[config.mk]
export PLATFORM = sky130hd
export DESIGN_NAME = input_conditioner
export DESIGN_NICKNAME = d
export VERILOG_FILES = /design/src/rtl/input_pkg.sv /design/src/rtl/debounce_bit.sv /design/src/rtl/input_conditioner.sv
export SDC_FILE = /design/constraint.sdc
export NUM_CORES = 1
export LEC_CHECK = 0
export BUFFER_PORTS_ARGS = -buffer_cell sky130_fd_sc_hd__buf_2
export CORE_ASPECT_RATIO = 0.5
export CORE_MARGIN = 4
export CORE_UTILIZATION = 60
export CTS_CLUSTER_SIZE = 25
export DETAILED_ROUTE_END_ITERATION = 6
export PLACE_DENSITY = 0.75
export SETUP_SLACK_MARGIN = 0.4
export SLEW_MARGIN = 20
export SYNTH_ARGS = -nofsm -noshare
export SYNTH_HDL_FRONTEND = slang
export SYNTH_SLANG_ARGS = --single-unit
[constraint.sdc]
create_clock -name clock_i -period 2.35 [get_ports clock_i]
set_clock_uncertainty 0.05 [all_clocks]
set_input_delay 0.1175 -clock clock_i [delete_from_list [all_inputs] [get_ports clock_i]]
set_output_delay 0.1175 -clock clock_i [all_outputs]
set_load 0.02 [all_outputs]
[src/rtl/input_pkg.sv]
// Shared constants for the board-input front end: default debounce timing,
// input counts and the button index map used by mode selection.
package input_pkg;

  localparam int unsigned SAMPLE_CYCLES_DEF  = 32'd100000;
  localparam int unsigned STABLE_SAMPLES_DEF = 32'd8;
  localparam int unsigned REPEAT_DELAY_DEF   = 32'd500;
  localparam int unsigned REPEAT_PERIOD_DEF  = 32'd100;
  localparam int unsigned N_BTN_DEF          = 32'd4;
  localparam int unsigned N_SW_DEF           = 32'd16;

  typedef enum logic [1:0] {
    BTN_UP    = 2'd0,
    BTN_DOWN  = 2'd1,
    BTN_LEFT  = 2'd2,
    BTN_RIGHT = 2'd3
  } btn_idx_e;

  // Width of a counter that must hold the values 0..n-1 (never narrower than one bit).
  function automatic int unsigned cnt_width(input int unsigned n);
    if (n > 32'd1) begin
      return $clog2(n);
    end else begin
      return 32'd1;
    end
  endfunction

endpackage

[src/rtl/debounce_bit.sv]
// One conditioned input bit: two-flop synchroniser, tick-sampled history and
// the debounced level together with its one-cycle delayed copy.
module debounce_bit #(
  parameter int unsigned STABLE_SAMPLES = 32'd8
) (
  input  logic clock_i,
  input  logic reset_i,
  input  logic raw_i,
  input  logic tick_i,
  output logic level_o,
  output logic level_d_o,
  output logic stable_o
);

  logic                      sync1_r;
  logic                      sync2_r;
  logic [STABLE_SAMPLES-1:0] hist_r;
  logic [STABLE_SAMPLES-1:0] hist_next_s;
  logic                      level_r;
  logic                      level_d_r;

  // History as it will look once the current synchronised value is shifted in.
  always_comb begin
    hist_next_s = {hist_r[STABLE_SAMPLES-2:0], sync2_r};
  end

  // Synchroniser; the only logic that ever sees the raw input.
  always_ff @(posedge clock_i or negedge reset_i) begin
    if (!reset_i) begin
      sync1_r <= 1'b0;
      sync2_r <= 1'b0;
    end else begin
      sync1_r <= raw_i;
      sync2_r <= sync1_r;
    end
  end

  // Sample history and level; any disagreeing sample restarts qualification.
  always_ff @(posedge clock_i or negedge reset_i) begin
    if (!reset_i) begin
      hist_r  <= '0;
      level_r <= 1'b0;
    end else if (tick_i) begin
      hist_r <= hist_next_s;
      if ((&hist_next_s) && !level_r) begin
        level_r <= 1'b1;
      end else if ((~|hist_next_s) && level_r) begin
        level_r <= 1'b0;
      end else begin
        level_r <= level_r;
      end
    end else begin
      hist_r  <= hist_r;
      level_r <= level_r;
    end
  end

  // Delayed level for edge detection in the parent.
  always_ff @(posedge clock_i or negedge reset_i) begin
    if (!reset_i) begin
      level_d_r <= 1'b0;
    end else begin
      level_d_r <= level_r;
    end
  end

  assign level_o   = level_r;
  assign level_d_o = level_d_r;
  assign stable_o  = (&hist_r) | (~|hist_r);

endmodule

[src/rtl/input_conditioner.sv]
// Board-input front end: debounced button/switch levels and event pulses.
// Define INPUT_CONDITIONER_AUTOREPEAT_EN to add held-button auto-repeat presses.
module input_conditioner
  import input_pkg::*;
#(
  parameter int unsigned SAMPLE_CYCLES  = SAMPLE_CYCLES_DEF,
  parameter int unsigned STABLE_SAMPLES = STABLE_SAMPLES_DEF,
  parameter int unsigned N_BTN          = N_BTN_DEF,
  parameter int unsigned N_SW           = N_SW_DEF,
  parameter int unsigned REPEAT_DELAY   = REPEAT_DELAY_DEF,
  parameter int unsigned REPEAT_PERIOD  = REPEAT_PERIOD_DEF
) (
  input  logic             clock_i,
  input  logic             reset_i,
  input  logic [N_BTN-1:0] buttons_i,
  input  logic [N_SW-1:0]  switches_i,
  output logic [N_BTN-1:0] buttons_level_o,
  output logic [N_BTN-1:0] buttons_press_o,
  output logic [N_BTN-1:0] buttons_release_o,
  output logic [N_SW-1:0]  switches_level_o,
  output logic [N_SW-1:0]  switches_toggle_o,
  output logic             sample_tick_o
);

  localparam int unsigned CNT_W = cnt_width(SAMPLE_CYCLES);

  logic [CNT_W-1:0] count_r;
  logic [CNT_W-1:0] count_next_s;
  logic             tick_r;
  logic             tick_d_r;
  logic             init_r;

  logic [N_BTN-1:0] btn_lvl_s;
  logic [N_BTN-1:0] btn_lvl_d_s;
  logic [N_BTN-1:0] unused_btn_stable_s;
  logic [N_BTN-1:0] rep_s;
  logic [N_SW-1:0]  sw_lvl_s;
  logic [N_SW-1:0]  sw_lvl_d_s;
  logic [N_SW-1:0]  sw_stable_s;

  // Next value of the free-running sample counter.
  always_comb begin
    if (count_r == CNT_W'(SAMPLE_CYCLES - 32'd1)) begin
      count_next_s = '0;
    end else begin
      count_next_s = count_r + CNT_W'(1);
    end
  end

  // Tick is registered from the next count so it is high while count == SAMPLE_CYCLES-1.
  always_ff @(posedge clock_i or negedge reset_i) begin
    if (!reset_i) begin
      count_r  <= '0;
      tick_r   <= 1'b0;
      tick_d_r <= 1'b0;
    end else begin
      count_r  <= count_next_s;
      tick_r   <= (count_next_s == CNT_W'(SAMPLE_CYCLES - 32'd1));
      tick_d_r <= tick_r;
    end
  end

  for (genvar i = 0; i < N_BTN; i++) begin : g_btn
    debounce_bit #(.STABLE_SAMPLES(STABLE_SAMPLES)) u_db (
      .clock_i   (clock_i),
      .reset_i   (reset_i),
      .raw_i     (buttons_i[i]),
      .tick_i    (tick_r),
      .level_o   (btn_lvl_s[i]),
      .level_d_o (btn_lvl_d_s[i]),
      .stable_o  (unused_btn_stable_s[i])
    );
  end

  for (genvar i = 0; i < N_SW; i++) begin : g_sw
    debounce_bit #(.STABLE_SAMPLES(STABLE_SAMPLES)) u_db (
      .clock_i   (clock_i),
      .reset_i   (reset_i),
      .raw_i     (switches_i[i]),
      .tick_i    (tick_r),
      .level_o   (sw_lvl_s[i]),
      .level_d_o (sw_lvl_d_s[i]),
      .stable_o  (sw_stable_s[i])
    );
  end

  // Set one cycle after the first tick leaving every switch history uniform, so the
  // initial level load lands while toggles are still masked.
  always_ff @(posedge clock_i or negedge reset_i) begin
    if (!reset_i) begin
      init_r <= 1'b0;
    end else if (tick_d_r && (&sw_stable_s)) begin
      init_r <= 1'b1;
    end else begin
      init_r <= init_r;
    end
  end

`ifdef INPUT_CONDITIONER_AUTOREPEAT_EN
  localparam int unsigned REP_W = cnt_width(REPEAT_DELAY + REPEAT_PERIOD);

  logic [N_BTN-1:0] rep_r;

  for (genvar i = 0; i < N_BTN; i++) begin : g_rep
    logic [REP_W-1:0] rep_cnt_r;

    // Ticks held since qualification; folds back by one period after each repeat.
    always_ff @(posedge clock_i or negedge reset_i) begin
      if (!reset_i) begin
        rep_cnt_r <= '0;
        rep_r[i]  <= 1'b0;
      end else if (!btn_lvl_s[i]) begin
        rep_cnt_r <= '0;
        rep_r[i]  <= 1'b0;
      end else if (tick_r) begin
        if (rep_cnt_r == REP_W'(REPEAT_DELAY + REPEAT_PERIOD - 32'd1)) begin
          rep_cnt_r <= REP_W'(REPEAT_DELAY);
          rep_r[i]  <= 1'b1;
        end else begin
          rep_cnt_r <= rep_cnt_r + REP_W'(1);
          rep_r[i]  <= (rep_cnt_r == REP_W'(REPEAT_DELAY - 32'd1));
        end
      end else begin
        rep_cnt_r <= rep_cnt_r;
        rep_r[i]  <= 1'b0;
      end
    end
  end

  assign rep_s = rep_r;
`else
  localparam int unsigned unused_rep_cfg = REPEAT_DELAY + REPEAT_PERIOD;

  assign rep_s = '0;
`endif

  // Repeat pulses are masked by the live level so a release cancels them at once.
  assign buttons_level_o   = btn_lvl_s;
  assign buttons_press_o   = (btn_lvl_s & ~btn_lvl_d_s) | (rep_s & btn_lvl_s);
  assign buttons_release_o = ~btn_lvl_s & btn_lvl_d_s;
  assign switches_level_o  = sw_lvl_s;
  assign switches_toggle_o = (sw_lvl_s ^ sw_lvl_d_s) & {N_SW{init_r}};
  assign sample_tick_o     = tick_r;

endmodule

==> run summary, run 1 <==
Number of vias after detailed routing: 6575. The max-slew headroom at the worst pin came out at 0.616. The fraction of registers with async set or reset after synthesis is 1.00, and the placer congestion estimate is 0.957. The die is 102 microns tall.

By instance count, the leading cell after synthesis is sky130_fd_sc_hd__dfrtp_1. The combined global-route utilization of all metal layers is 0.200. Via count of the first global-routing pass: 6723.

The tools report the net count of the finished layout as 924. Class of the most critical setup path: flop to flop. STA classifies the critical path endpoint as a flop.

A synthesized cell averages 13.0 sq um. The final layout contains routed wiring with a total length of 19000 microns. The share of the synthesized area in compound gates (AO/OA/AOI/OAI) was 0.0420. The final hold violation count was 0; the simple-gate share of the synthesized area was 0.131. The met3 routing resource usage after global routing is 0.0382. met2 is the most crowded layer. The layout has 1136 filler cells. The final setup TNS is 0 ns, and the clock latency on the worst-skew pair is 0.49 ns.

The synthesized design spends more area on one cell type than any other, namely sky130_fd_sc_hd__dfrtp_1. For the global routing met1 resource utilization, the log shows 0.283. The worst register-to-register path ends at sample_tick_o. For this design the static power due to leakage is 0.00588 uW. Summing all flip-flop and latch instances after layout gives 6410 sq um.

The share of Yosys cell area claimed by the top area cell type came out at 0.609. By count the netlist is led by sky130_fd_sc_hd__dfrtp_1 (256), sky130_fd_sc_hd__mux2_2 (152), sky130_fd_sc_hd__nor2_1 (65), sky130_fd_sc_hd__nand2_1 (29), sky130_fd_sc_hd__xnor2_1 (25). The number of nets handed over by synthesis was 831.

Clock-pin slew of the registers on the worst-case setup and hold paths: 0.07 ns. In this run the critical register-to-register path is launched from count_r[0]. Along the worst path, the maximum fanout reaches 4. The met2 track demand over resource in global routing was 0.330. The tools report the synthesized instance count as 808. The largest net degree at the start of global routing is 65.

The utilization after layout came out at 0.728. The slack of the worst reg-to-reg path was 0.35 ns; the clock buffer count from CTS was 22. In the routed design, unresolved DRC markers number 0.

After detailed routing, the average wire length per cell comes to 16.6 microns. Data on the critical path is required at its endpoint by 2.69 ns. Measured along the x axis, the die boundary spans 195 microns. The prevailing post-synth register cell is sky130_fd_sc_hd__dfrtp_1. The final cycle utilization of the critical path works out to 0.852. The tree is rooted in a sky130_fd_sc_hd__clkbuf_16. The clock drives 256 sinks. The critical path ends at sample_tick_o. For the number of antenna violations at the first check in global routing, the log shows 0.

For the pin with the worst max-slew slack, the measured transition is 0.570 ns. The first global-routing pass estimated 32900 microns of wire. The multi-input combinational cells in the finished layout cover a total of 3890 sq um.

Starting density of the core: 0.628. For this design the ratio of total power to cell area is 684 nW/um^2. The post-route minimum period was 2.00 ns. The share of layout cells above drive strength 1 was 0.329. After floorplanning, the core was divided into 33 placement rows. The repair_antennas step left the layout with diodes totalling 0.

The most critical setup path has its startpoint at count_r[0]. In the post-synthesis netlist, the biggest area contributors are sky130_fd_sc_hd__dfrtp_1 (61%), sky130_fd_sc_hd__mux2_2 (16%), sky130_fd_sc_hd__nor2_1 (2.3%). The half-perimeter wire length after detailed placement is 11900 microns. The run gives 48 as the number of distinct standard cells referenced by the synthesized netlist. The flow ran to the end, and the final reports show no timing, DRC or antenna violations. The post-synthesis xor/xnor area fraction was 0.0241. Static timing analysis puts the maximum clock frequency at 500 MHz. Largest family of logic cells by synthesized area: multiplexers.

Setup violations remaining at the end of the flow were counted as 0. The floorplan step defined a die boundary enclosing 19800 sq um. The worst register-to-register path has a depth of 6.

The number of levels in the clock H-tree is 1, and the total grt overflow is 0. After detailed routing, the number of vias per cell comes to 5.75. The fraction of synthesized area in multiplexers was 0.166; the total number of yosys warnings was 0. In this run, synthesis inferred 0 flip-flops with an integrated enable. Synthesis inferred 256 register bits. The detailed router finished its first iteration with 212 violations.

The placeable core region came out at 16800 sq um. For the worst path arrival time, the log shows 2.34 ns. The mapped netlist covers 10500 sq um. The maximum count of clock buffers along a single path was 3; the max-slew violation count was 0.

The share of synthesized cell area in full adder, half adder and majority cells was 0.00119. The relative area change from synthesis to final layout is 16.0%, and the count of port buffers added during placement is 66. The worst hold slack across all endpoints was 0.104 ns. TritonCTS built the clock tree. The tool flagged a number of max-cap violations equal to 0. STA classifies the critical path startpoint as a flop. The number of search-and-repair iterations in the first detailed-routing pass is 4, and the I/O pin total is 67. Setup repair after global routing could not meet its margin everywhere. The tightest min-delay check is of the input pin to asynchronous set/reset pin type.

The portion of the post-synthesis area used by sequential elements was 0.609. The final antenna-violating net count was 0. Across the VDD grid, the largest voltage drop is 0.472 mV.
==> stage by stage <==
step / total power, uW / instances / area, sq um / setup slack (ns)
after floorplan: 4540 / 808 / 10500 / 0.441
final: 8350 / 1143 / 12200 / 0.349
after global placement: 4670 / 1068 / 11000 / 0.298
after detailed placement: 4670 / 1068 / 11000 / 0.223
after CTS: 8440 / 1139 / 12100 / 0.355
after global routing: 8670 / 1143 / 12200 / 0.177
==> where the power goes <==
part / switching, uW / internal, uW
Combinational: 98.3 / 54.6
Sequential: 16.4 / 4440
Clock: 1510 / 2240
==> state kept, by name (all words and copies together) (netlist names) <==
signal                cells
g_btn.u_db.sync2_r        4
g_sw.u_db.sync2_r        16
g_sw.u_db.level_d_o      16
g_btn.u_db.level_d_o      4
g_sw.u_db.level_o        16
g_sw.u_db.sync1_r        16
sample_tick_o             1
g_btn.u_db.sync1_r        4
count_r                  17
init_r                    1
g_sw.u_db.hist_r        128
g_btn.u_db.hist_r        28
tick_d_r                  1
g_btn.u_db.level_o        4
==> worst max-delay path, stage by stage, from the launching register on <==
cell	delay, ns
sky130_fd_sc_hd__dfrtp_1	0.39
sky130_fd_sc_hd__ha_2	0.19
sky130_fd_sc_hd__nand4_1	0.17
sky130_fd_sc_hd__or4_1	0.58
sky130_fd_sc_hd__a21oi_2	0.12
sky130_fd_sc_hd__o2111ai_1	0.11
sky130_fd_sc_hd__nor4bb_1	0.29
==> layer usage <==
| layer | share of wire | up-vias |
|---|---|---|
| li1 | - | 3127 |
| met1 | 0.47 | 3308 |
| met2 | 0.48 | 102 |
| met3 | 0.035 | 38 |
| met4 | 0.019 | 0 |
| met5 | 0 | - |
==> final cells by class <==
type                    count  area share
flip-flops and latches    256       0.525
multi-input cells         497       0.319
clock inverters             2     0.00492
inverters                   8     0.00256
repair buffers            116      0.0677
well taps                 227      0.0233
clock buffers              37      0.0572
==> cell usage in the layout, fill, tap and decap left out, types with 21 or more instances in the layout <==
cell type and count:
sky130_fd_sc_hd__xnor2_1 25, sky130_fd_sc_hd__buf_4 24, sky130_fd_sc_hd__nand2_1 29, sky130_fd_sc_hd__mux2_2 152
sky130_fd_sc_hd__buf_2 65, sky130_fd_sc_hd__dfrtp_1 254, sky130_fd_sc_hd__nor2_1 64, sky130_fd_sc_hd__nand4_1 23
sky130_fd_sc_hd__nand3_1 23, sky130_fd_sc_hd__dlygate4sd3_1 21, sky130_fd_sc_hd__a21oi_1 22, sky130_fd_sc_hd__nor4_1 22
sky130_fd_sc_hd__clkbuf_16 23
==> logic make-up after synthesis <==
family	Yosys count
AND/OR/NAND/NOR	247
multiplexers	155
AO/OA/AOI/OAI	65
XOR/XNOR	29
buffers and inverters	55
adder cells (fa/ha/maj)	1
flip-flops	256
==> repair_timing <==
item | 4_1_cts | 5_1_grt
hold buffers | 21 | 0
resized for setup | 7 | 9
buffers inserted | 11 | 4
pin swaps | 5 | 7
endpoints found under the setup margin | 13 | 4
endpoints found under the hold margin | 240 | 0
==> how the worst min path moves through the flow <==
| stage | end | slack, ns | depth (start not counted) |
|---|---|---|---|
| global route | g_sw[0].u_db.hist_r[3] | 0.15 | 2 |
| floorplan | count_r[0] | -0.23 | 0 |
| global placement | g_sw[0].u_db.level_d_o | 0.05 | 1 |
| detailed placement | g_sw[0].u_db.level_d_o | 0.05 | 1 |
| finish | g_sw[0].u_db.hist_r[3] | 0.10 | 2 |
| CTS | g_sw[6].u_db.sync1_r | 0.13 | 2 |
Power figures use the tool's default switching activity.
==> run 2: changes to the inputs <==
ABC_CLOCK_PERIOD_IN_PS = 2350   (was not set)
SYNTH_HIERARCHICAL = 1   (was not set)
==> run summary, run 2 <==
The logs give 11100 microns (was 11900 microns) for the half-perimeter wire length after detailed placement and 883 (was 924) for the net count of the finished layout. The reported leakage power was 0.00624 uW (was 0.00588 uW); the overall die width was 195 microns (about the same). The design area was 12100 sq um (was 12200 sq um); the via count of the first global-routing pass was 6219 (was 6723). The biggest fanout along the worst timing path was 22 (was 4); the number of flip-flops under the largest register name was 128 (unchanged).

The mean area per synthesized cell came out at 13.8 sq um (was 13.0 sq um). The number of levels in the clock H-tree is 1 (unchanged), and the total number of yosys warnings is 6 (was 0). Registers with the most flip-flops: g_sw.u_db/hist_r x128, g_btn.u_db/hist_r x28, count_r x17 (was g_sw.u_db.hist_r x128, g_btn.u_db.hist_r x28, count_r x17). The synthesized net count is 785 (was 831), and the first-pass GRT wire length is 30000 microns (was 32900 microns). The max-cap check violation count came out at 0 (unchanged). TritonCTS built the clock tree. The number of antenna violations at the first check in global routing was 0 (unchanged).

Commonest non-fill, non-tap cells in the layout: sky130_fd_sc_hd__dfrtp_1 (255), sky130_fd_sc_hd__mux2_1 (80), sky130_fd_sc_hd__mux2_2 (76) (was sky130_fd_sc_hd__dfrtp_1 (254), sky130_fd_sc_hd__mux2_2 (152), sky130_fd_sc_hd__buf_2 (65)). Library cell used as clock root buffer: sky130_fd_sc_hd__clkbuf_16 (unchanged). The count of port buffers added during placement is 66 (unchanged). The class of the most critical setup path was flop to output pin (was flop to flop). The clock latency on the worst-skew pair is 0.50 ns (was 0.49 ns), and the die outline height is 101 microns (was 102 microns). The max-slew headroom at the worst pin is 0.610 (was 0.616).

The total grt overflow was 0 (unchanged). The run finished with clean final reports. For the setup-violating endpoint count in the final report, the log shows 0 (unchanged). The placement row count is 33 (unchanged), and the post-synthesis cell area is 10500 sq um (about the same). Clock buffer count from CTS: 22 (unchanged). Endpoint required time on the critical path: 2.18 ns (was 2.69 ns). Setup repair after global routing could not meet its margin everywhere.

The synthesized instance count was 762 (was 808). The logs give 19800 sq um (about the same) for the total die area and 67 (unchanged) for the I/O pin total. The final cycle utilization of the critical path works out to 0.792 (was 0.852). The filler cell count is 1145 (was 1136). The placed instance area was 11100 sq um (was 11000 sq um). Commonest non-fill, non-tap cell in the layout: sky130_fd_sc_hd__dfrtp_1 (unchanged).

The transition time at the pin with the least slew margin was 0.585 ns (was 0.570 ns); the starting density of the core was 0.626 (was 0.628). The share of layout cells above drive strength 1 was 0.246 (was 0.329); the relative area change from synthesis to final layout was 15.0% (was 16.0%). The tools report the placement-stage worst setup slack as 0.463 ns (was 0.223 ns). The placeable core region was 16800 sq um (unchanged); the number of search-and-repair iterations in the first detailed-routing pass was 5 (was 4).

The wire length reported by the detailed router is 17000 microns (was 19000 microns), and the clock-pin slew of the registers on the worst-case setup and hold paths is 0.07 ns (about the same). The worst ir drop on vdd was 0.423 mV (was 0.472 mV); the post-route worst setup slack was 0.488 ns (was 0.349 ns). The tools report the placer congestion estimate as 0.819 (was 0.957).

The class of the tightest hold or removal check was input pin to asynchronous set/reset pin (unchanged). The run gives 3 (unchanged) as the maximum count of clock buffers along a single path. Register with the highest flop count: g_sw.u_db/hist_r (was g_sw.u_db.hist_r). The worst path arrival time is 1.69 ns (was 2.34 ns), and the count of inserted antenna diode cells is 0 (unchanged). The tools report the element type at the critical path end as an output pin (was a flop).

The power density over the cells is 667 nW/um^2 (was 684 nW/um^2), and the number of DRC violations after detailed-routing iteration 0 is 236 (was 212). The final antenna-violating net count was 0 (unchanged); the detail-routed via count per cell was 5.57 (was 5.75). For the number of vias after detailed routing, the log shows 6128 (was 6575).

The tools report the clock net sink count as 256 (unchanged). For the maximum frequency from static timing analysis, the log shows 537 MHz (was 500 MHz). The logs give 0 (unchanged) for the final hold violation count and 0 ns (unchanged) for the final setup TNS. The combined global-route utilization of all metal layers is 0.180 (was 0.200). The tools report the largest net degree at the start of global routing as 79 (was 65). The mean routed wirelength per cell came out at 15.4 microns (was 16.6 microns). The logs give 0 (unchanged) for the max-slew violation count and 0 (unchanged) for the number of design rule violations left after detail routing. The post-route minimum period is 1.86 ns (was 2.00 ns). The kind of start point of the critical path is a flop (unchanged).
-- run 2: final timing paths --
| kind | slack, ns | cells past startpoint | endpoint | start |
|---|---|---|---|---|
| worst max-delay path | 0.49 | 2 | sample_tick_o | sample_tick_o |
| worst min register to register | 0.30 | 0 | g_btn[1].u_db/sync2_r | g_btn[1].u_db/sync1_r |
| worst min-delay path | 0.09 | 2 | g_btn[2].u_db/sync2_r | reset_i |
| min in group clock_i | 0.20 | 2 | g_sw[0].u_db/sync1_r | switches_i[0] |
| worst max register to register | 0.53 | 6 | sample_tick_o | count_r[0] |
| max in group asynchronous | 1.37 | 3 | g_sw[11].u_db/hist_r[0] | reset_i |
-- run 2: timing repair --
item / CTS / global route
resized for setup: 0 / 1
setup buffers: 0 / 1
setup endpoints to repair: 0 / 6
hold endpoints to repair: 225 / 0
hold buffers: 21 / 0
-- run 2: power by group --
group / internal (uW) / total [uW] / switching (uW)
Sequential: 4440 / 4460 / 15.1
Combinational: 55.8 / 146 / 89.8
Clock: 1920 / 3440 / 1520
Total: 6420 / 8040 / 1630
-- run 2: metal layers --
layer	share of wire	global-route usage	vias to the layer above	wire, microns
met2	0.48	0.306	66	8160
met1	0.47	0.250	3059	7950
met3	0.032	0.0312	33	536
li1	-	-	2970	-
met5	0	0	-	0
met4	0.020	0.0429	0	340
-- run 2: cell type report --
type / instances / area [sq um] / share of cell area
flip-flops and latches: 256 / 6410 / 0.532
inverters: 23 / 86.3 / 0.00716
well taps: 227 / 284 / 0.0236
repair buffers: 97 / 713 / 0.0591
multi-input cells: 460 / 3890 / 0.323
clock buffers: 34 / 657 / 0.0545
clock inverters: 3 / 18.8 / 0.00156
-- run 2: critical path: stages, from the launching register on --
cell                      delay [ns]
sky130_fd_sc_hd__dfrtp_4        0.65
sky130_fd_sc_hd__buf_4          0.33
sky130_fd_sc_hd__buf_2          0.21
-- run 2: stage by stage --
step	util	std cells	hold WS [ns]	power, uW
after floorplan	-	762	-0.228	4540
after global placement	0.665	1041	0.0264	4660
after detailed placement	0.665	1041	0.0324	4670
after CTS	0.718	1099	0.0906	8150
after global routing	0.719	1100	0.133	8370
final	0.719	1100	0.0866	8040
